`src/rtl/uart_byte_fifo_pkg.sv`:
```
// rtl/uart_byte_fifo_pkg.sv - shared widths, default depth and flow-stop helper for the UART byte FIFO
package uart_byte_fifo_pkg;

    localparam int UART_DATA_W          = 8;
    localparam int FIFO_DEPTH_LOG2_DEF  = 4;

    // Hysteretic flow-stop: set at/above the high mark, clear at/below the low mark, else hold.
    function automatic logic flow_stop_next(input logic cur, input logic at_hi, input logic at_lo);
        logic nxt;
        nxt = cur;
        if (at_hi) begin
            nxt = 1'b1;
        end else if (at_lo) begin
            nxt = 1'b0;
        end
        return nxt;
    endfunction

endpackage

```
`src/rtl/uart_fifo_mem.sv`:
```
// rtl/uart_fifo_mem.sv - byte storage array with synchronous write and asynchronous read
module uart_fifo_mem
    import uart_byte_fifo_pkg::*;
#(
    parameter int ADDR_W = FIFO_DEPTH_LOG2_DEF,
    parameter int DATA_W = UART_DATA_W
) (
    input  logic              clk,
    input  logic              wr_en,
    input  logic [ADDR_W-1:0] wr_addr,
    input  logic [DATA_W-1:0] wr_data,
    input  logic [ADDR_W-1:0] rd_addr,
    output logic [DATA_W-1:0] rd_data
);

    logic [DATA_W-1:0] mem_q [2**ADDR_W];

    // Contents are don't-care after reset, so the array carries no reset and maps to distributed RAM.
    always_ff @(posedge clk) begin
        if (wr_en) begin
            mem_q[wr_addr] <= wr_data;
        end
    end

    assign rd_data = mem_q[rd_addr];

endmodule

```
`src/rtl/uart_byte_fifo.sv`:
```
// rtl/uart_byte_fifo.sv - first-word-fall-through byte FIFO with hysteretic flow stop and sticky overflow
module uart_byte_fifo
    import uart_byte_fifo_pkg::*;
#(
    parameter int DEPTH_LOG2 = FIFO_DEPTH_LOG2_DEF,
    parameter int STOP_HI    = (2**DEPTH_LOG2) - 4,
    parameter int STOP_LO    = (2**DEPTH_LOG2) / 2
) (
    input  logic                   clk,
    input  logic                   reset_,
    input  logic                   in_req,
    output logic                   in_ready,
    input  logic [UART_DATA_W-1:0] in_data,
    output logic                   out_req,
    input  logic                   out_ready,
    output logic [UART_DATA_W-1:0] out_data,
    output logic                   flow_stop,
    output logic                   overflow,
    input  logic                   clr_ovf,
    output logic [DEPTH_LOG2:0]    level
);

    localparam int                  LW      = DEPTH_LOG2 + 1;
    localparam logic [LW-1:0]       DEPTH_L = LW'(2**DEPTH_LOG2);
    localparam logic [LW-1:0]       HI_L    = LW'(STOP_HI);
    localparam logic [LW-1:0]       LO_L    = LW'(STOP_LO);
    localparam logic [LW-1:0]       LVL_ONE = LW'(1);
    localparam logic [DEPTH_LOG2-1:0] PTR_ONE = DEPTH_LOG2'(1);

    logic [DEPTH_LOG2-1:0] wr_ptr_q, wr_ptr_d;
    logic [DEPTH_LOG2-1:0] rd_ptr_q, rd_ptr_d;
    logic [LW-1:0]         level_q, level_d;
    logic                  flow_stop_q, flow_stop_d;
    logic                  overflow_q, overflow_d;
    logic                  push, pop;

    // Handshakes come only from registered level, so in_req never reaches out_req combinationally.
    assign in_ready  = (level_q != DEPTH_L);
    assign out_req   = (level_q != '0);
    assign push      = in_req & in_ready;
    assign pop       = out_req & out_ready;
    assign level     = level_q;
    assign flow_stop = flow_stop_q;
    assign overflow  = overflow_q;

    uart_fifo_mem #(
        .ADDR_W (DEPTH_LOG2),
        .DATA_W (UART_DATA_W)
    ) u_mem (
        .clk     (clk),
        .wr_en   (push),
        .wr_addr (wr_ptr_q),
        .wr_data (in_data),
        .rd_addr (rd_ptr_q),
        .rd_data (out_data)
    );

    // Next-state for pointers, occupancy, and the flags that track the upcoming occupancy.
    always_comb begin
        wr_ptr_d    = wr_ptr_q;
        rd_ptr_d    = rd_ptr_q;
        level_d     = level_q;
        overflow_d  = overflow_q;

        if (push) begin
            wr_ptr_d = wr_ptr_q + PTR_ONE;
        end
        if (pop) begin
            rd_ptr_d = rd_ptr_q + PTR_ONE;
        end

        case ({push, pop})
            2'b10:   level_d = level_q + LVL_ONE;
            2'b01:   level_d = level_q - LVL_ONE;
            default: level_d = level_q;
        endcase

        // A dropped byte outranks a same-cycle clear so no overflow event is lost.
        if (in_req && !in_ready) begin
            overflow_d = 1'b1;
        end else if (clr_ovf) begin
            overflow_d = 1'b0;
        end

        flow_stop_d = flow_stop_next(flow_stop_q, level_d >= HI_L, level_d <= LO_L);
    end

    // State register; reset discards all stored bytes by zeroing pointers and occupancy.
    always_ff @(posedge clk or negedge reset_) begin
        if (!reset_) begin
            wr_ptr_q    <= '0;
            rd_ptr_q    <= '0;
            level_q     <= '0;
            flow_stop_q <= 1'b0;
            overflow_q  <= 1'b0;
        end else begin
            wr_ptr_q    <= wr_ptr_d;
            rd_ptr_q    <= rd_ptr_d;
            level_q     <= level_d;
            flow_stop_q <= flow_stop_d;
            overflow_q  <= overflow_d;
        end
    end

endmodule

```
`config.mk`:
```
export PLATFORM = sky130hd
export DESIGN_NAME = uart_byte_fifo
export DESIGN_NICKNAME = d
export VERILOG_FILES = /design/src/rtl/uart_byte_fifo_pkg.sv /design/src/rtl/uart_fifo_mem.sv /design/src/rtl/uart_byte_fifo.sv
export SDC_FILE = /design/constraint.sdc
export NUM_CORES = 1
export LEC_CHECK = 0
export CAP_MARGIN = 15
export CORE_MARGIN = 2
export CORE_UTILIZATION = 25
export DETAILED_ROUTE_END_ITERATION = 10
export GPL_ROUTABILITY_DRIVEN = 0
export RECOVER_POWER = 25
export SETUP_SLACK_MARGIN = 0.4
export SLEW_MARGIN = 5
export SYNTH_ARGS = -nofsm -noshare
export SYNTH_HDL_FRONTEND = slang
export SYNTH_HIERARCHICAL = 1
export SYNTH_SLANG_ARGS = --single-unit
```
`constraint.sdc`:
```
create_clock -name clk -period 8.5 [get_ports clk]
set_clock_uncertainty 0.1 [all_clocks]
set_input_delay 2.125 -clock clk [delete_from_list [all_inputs] [get_ports clk]]
set_output_delay 2.125 -clock clk [all_outputs]
set_load 0.1 [all_outputs]
```
==> run metrics <==
pre-CTS setup slack between 3000 and 4000 ps; WL met2 about 5.4 mm; H-Tree Depth 4; commonest non-fill, non-tap cell in the layout edfxtp_1; Async SR Flop Fraction 10.5%; syn_area_per_cell ~19 um^2; startpoint types flop; Max Cap Viol 0; cell taking the most area after synthesis edfxtp_1; Mapped Cells around 310; Max-slew headroom between 20% and 30%; Die ar. 0.0247 mm^2; maximum clock path buffer count 2; Core ar. between 0.02 and 0.025 mm^2; Nets between 300 and 400; initial antenna violation count 0; antenna cells 0; Die X 157 um; post-DP HPWL between 7 and 8 mm; top cells by area, synth edfxtp_1, mux4_2, dfrtp_1; starting density of the core roughly a quarter; actual slew at the worst max-slew pin 1050 ps; Site Rows 56; sequential area share after synthesis between 70% and 80%; final WL ~11 mm; crit path DAT 3350 ps; uppermost layer routed met4; worst hold path depth 1; CP Max Fanout 19; vias per cell approximately 4.3; Post-CTS Resized 0; Chip Height 157 um; min-delay worst type reg -> reg; postcts setup bufs 0; vias between 2k and 3k; initial DRC count roughly 240; GRT Overall Usage about 9.7%; GRT Residual Overflow 0; TritonCTS clock tree built; Syn-to-layout area delta 20.9%; EDFF count, synth between 100 and 150; IO Pins 30; Crit Path Class reg -> out; largest net degree at the start of global routing 36; synthesized netlist net count 325; root buf cell clkbuf_16; fmax about 0.18 GHz; RSZ-0062 raised after global routing no; synthesized flop and latch total about 140; Worst-Skew Late Latency 410 ps; M1 wire length around 5.1 mm; worst hold slack about 420 ps; Slew Limit Fails 0; layout cells sized above 1 16.0%; first-pass GRT wire length 17.5 mm; required time of the worst setup path 6280 ps; period utilization between 60 and 70%; Reg2Reg Depth 9; share of Yosys cell area claimed by the top area cell type between 60% and 70%; status finished, final reports clean; met3 wire length around 610 um; final setup vio count 0; Final ANT Viol Nets 0; port bufs 29; final hold violations 0; total iterations of the first detailed-routing run 7; total negative setup slack 0 ps; DRC 0; CTS Buf Count 17; Wirelength per Cell ~16 um; Clock transition at path regs approximately 60 ps; synthesized cell area between 0.005 and 0.006 mm^2; post-cts hold buffer count 0; Distinct cells, synth between 40 and 50; Clock Sinks about 140; Synth Warn # 6; vias in the first global route just over 3k; Worst setup EP type primary output; fin crit period between 5000 and 6000 ps; reg2reg setup slack 5070 ps; most frequent cells in the layout edfxtp_1, clkdlybuf4s50_1, mux4_2; Main synth FF type edfxtp_1; PnR worst setup slack between 2000 and 3000 ps
[cells by family (layout without fill, tap and decap cells)]
family	count (synthesis)	after routing	share of synthesized area (%)
AO/OA/AOI/OAI	30	30	3.84
XOR/XNOR	8	8	1.19
adder cells (fa/ha/maj)	7	7	1.62
buffers and inverters	23	75	2.47
flip-flops	143	143	71.9
multiplexers	35	35	13.7
AND/OR/NAND/NOR	59	59	5.21
[sequential cells by signal, summed over array words and instances, names as in the netlist]
register     count
u_mem/mem_q    128
level            5
rd_ptr_q         4
wr_ptr_q         4
flow_stop        1
overflow         1
[worst max-delay path: stages (launching register included)]
cell,delay [ps]
dfrtp_1,820
buf_4,410
mux4_2,340
a22oi_1,230
nand2_1,140
clkdlybuf4s50_1,990
[path summary, 6_finish.rpt]
| kind | start | end |
|---|---|---|
| worst min register to register | rd_ptr_q[3]$_DFFE_PN0N_ | rd_ptr_q[3]$_DFFE_PN0N_ |
| worst max register to register | level[1]$_DFF_PN0_ | flow_stop$_DFFE_PN0P_ |
| worst min-delay path | rd_ptr_q[3]$_DFFE_PN0N_ | rd_ptr_q[3]$_DFFE_PN0N_ |
| min in group asynchronous | reset_ | flow_stop$_DFFE_PN0P_ |
| worst max-delay path | rd_ptr_q[1]$_DFFE_PN0N_ | out_data[6] |
| max in group asynchronous | reset_ | rd_ptr_q[0]$_DFFE_PN0N_ |
[cell type report]
type	instances	area [um^2]
Clock inverter	13	165
Tap cell	319	399
Inverter	10	37.5
Multi-Input combinational cell	139	1500
Timing Repair Buffer	35	348
Clock buffer	17	425
Fill cell	2291	16200
Sequential cell	143	4220
[synth_stat cells (all sizes together) (5+ instances only)]
master    n
nor3      6
inv      10
mux4     32
xnor2     5
ha        6
dfrtp    15
buf      10
edfxtp  128
nor2     17
a22oi    16
nand2    16
[metal layers]
| metal | up-vias | track usage [%] |
|---|---|---|
| met5 | - | 0 |
| met4 | 0 | 2.99 |
| met3 | 12 | 3.47 |
| met2 | 77 | 14.9 |
| met1 | 1526 | 12.9 |
| li1 | 1322 | - |
[metrics by stage]
stage          cell area (um^2)  cells  util (%)
2_1_floorplan              5870    305         -
3_3_place_gp               6490    645      27.9
3_5_place_dp               6490    645      27.9
4_1_cts                    7080    675      30.4
5_1_grt                    7090    676      30.5
6_report                   7090    676      30.5
Power is left out: the tool's default activity adds up to more than one toggle a clock period on the data nets, which glitch-free logic cannot reach.
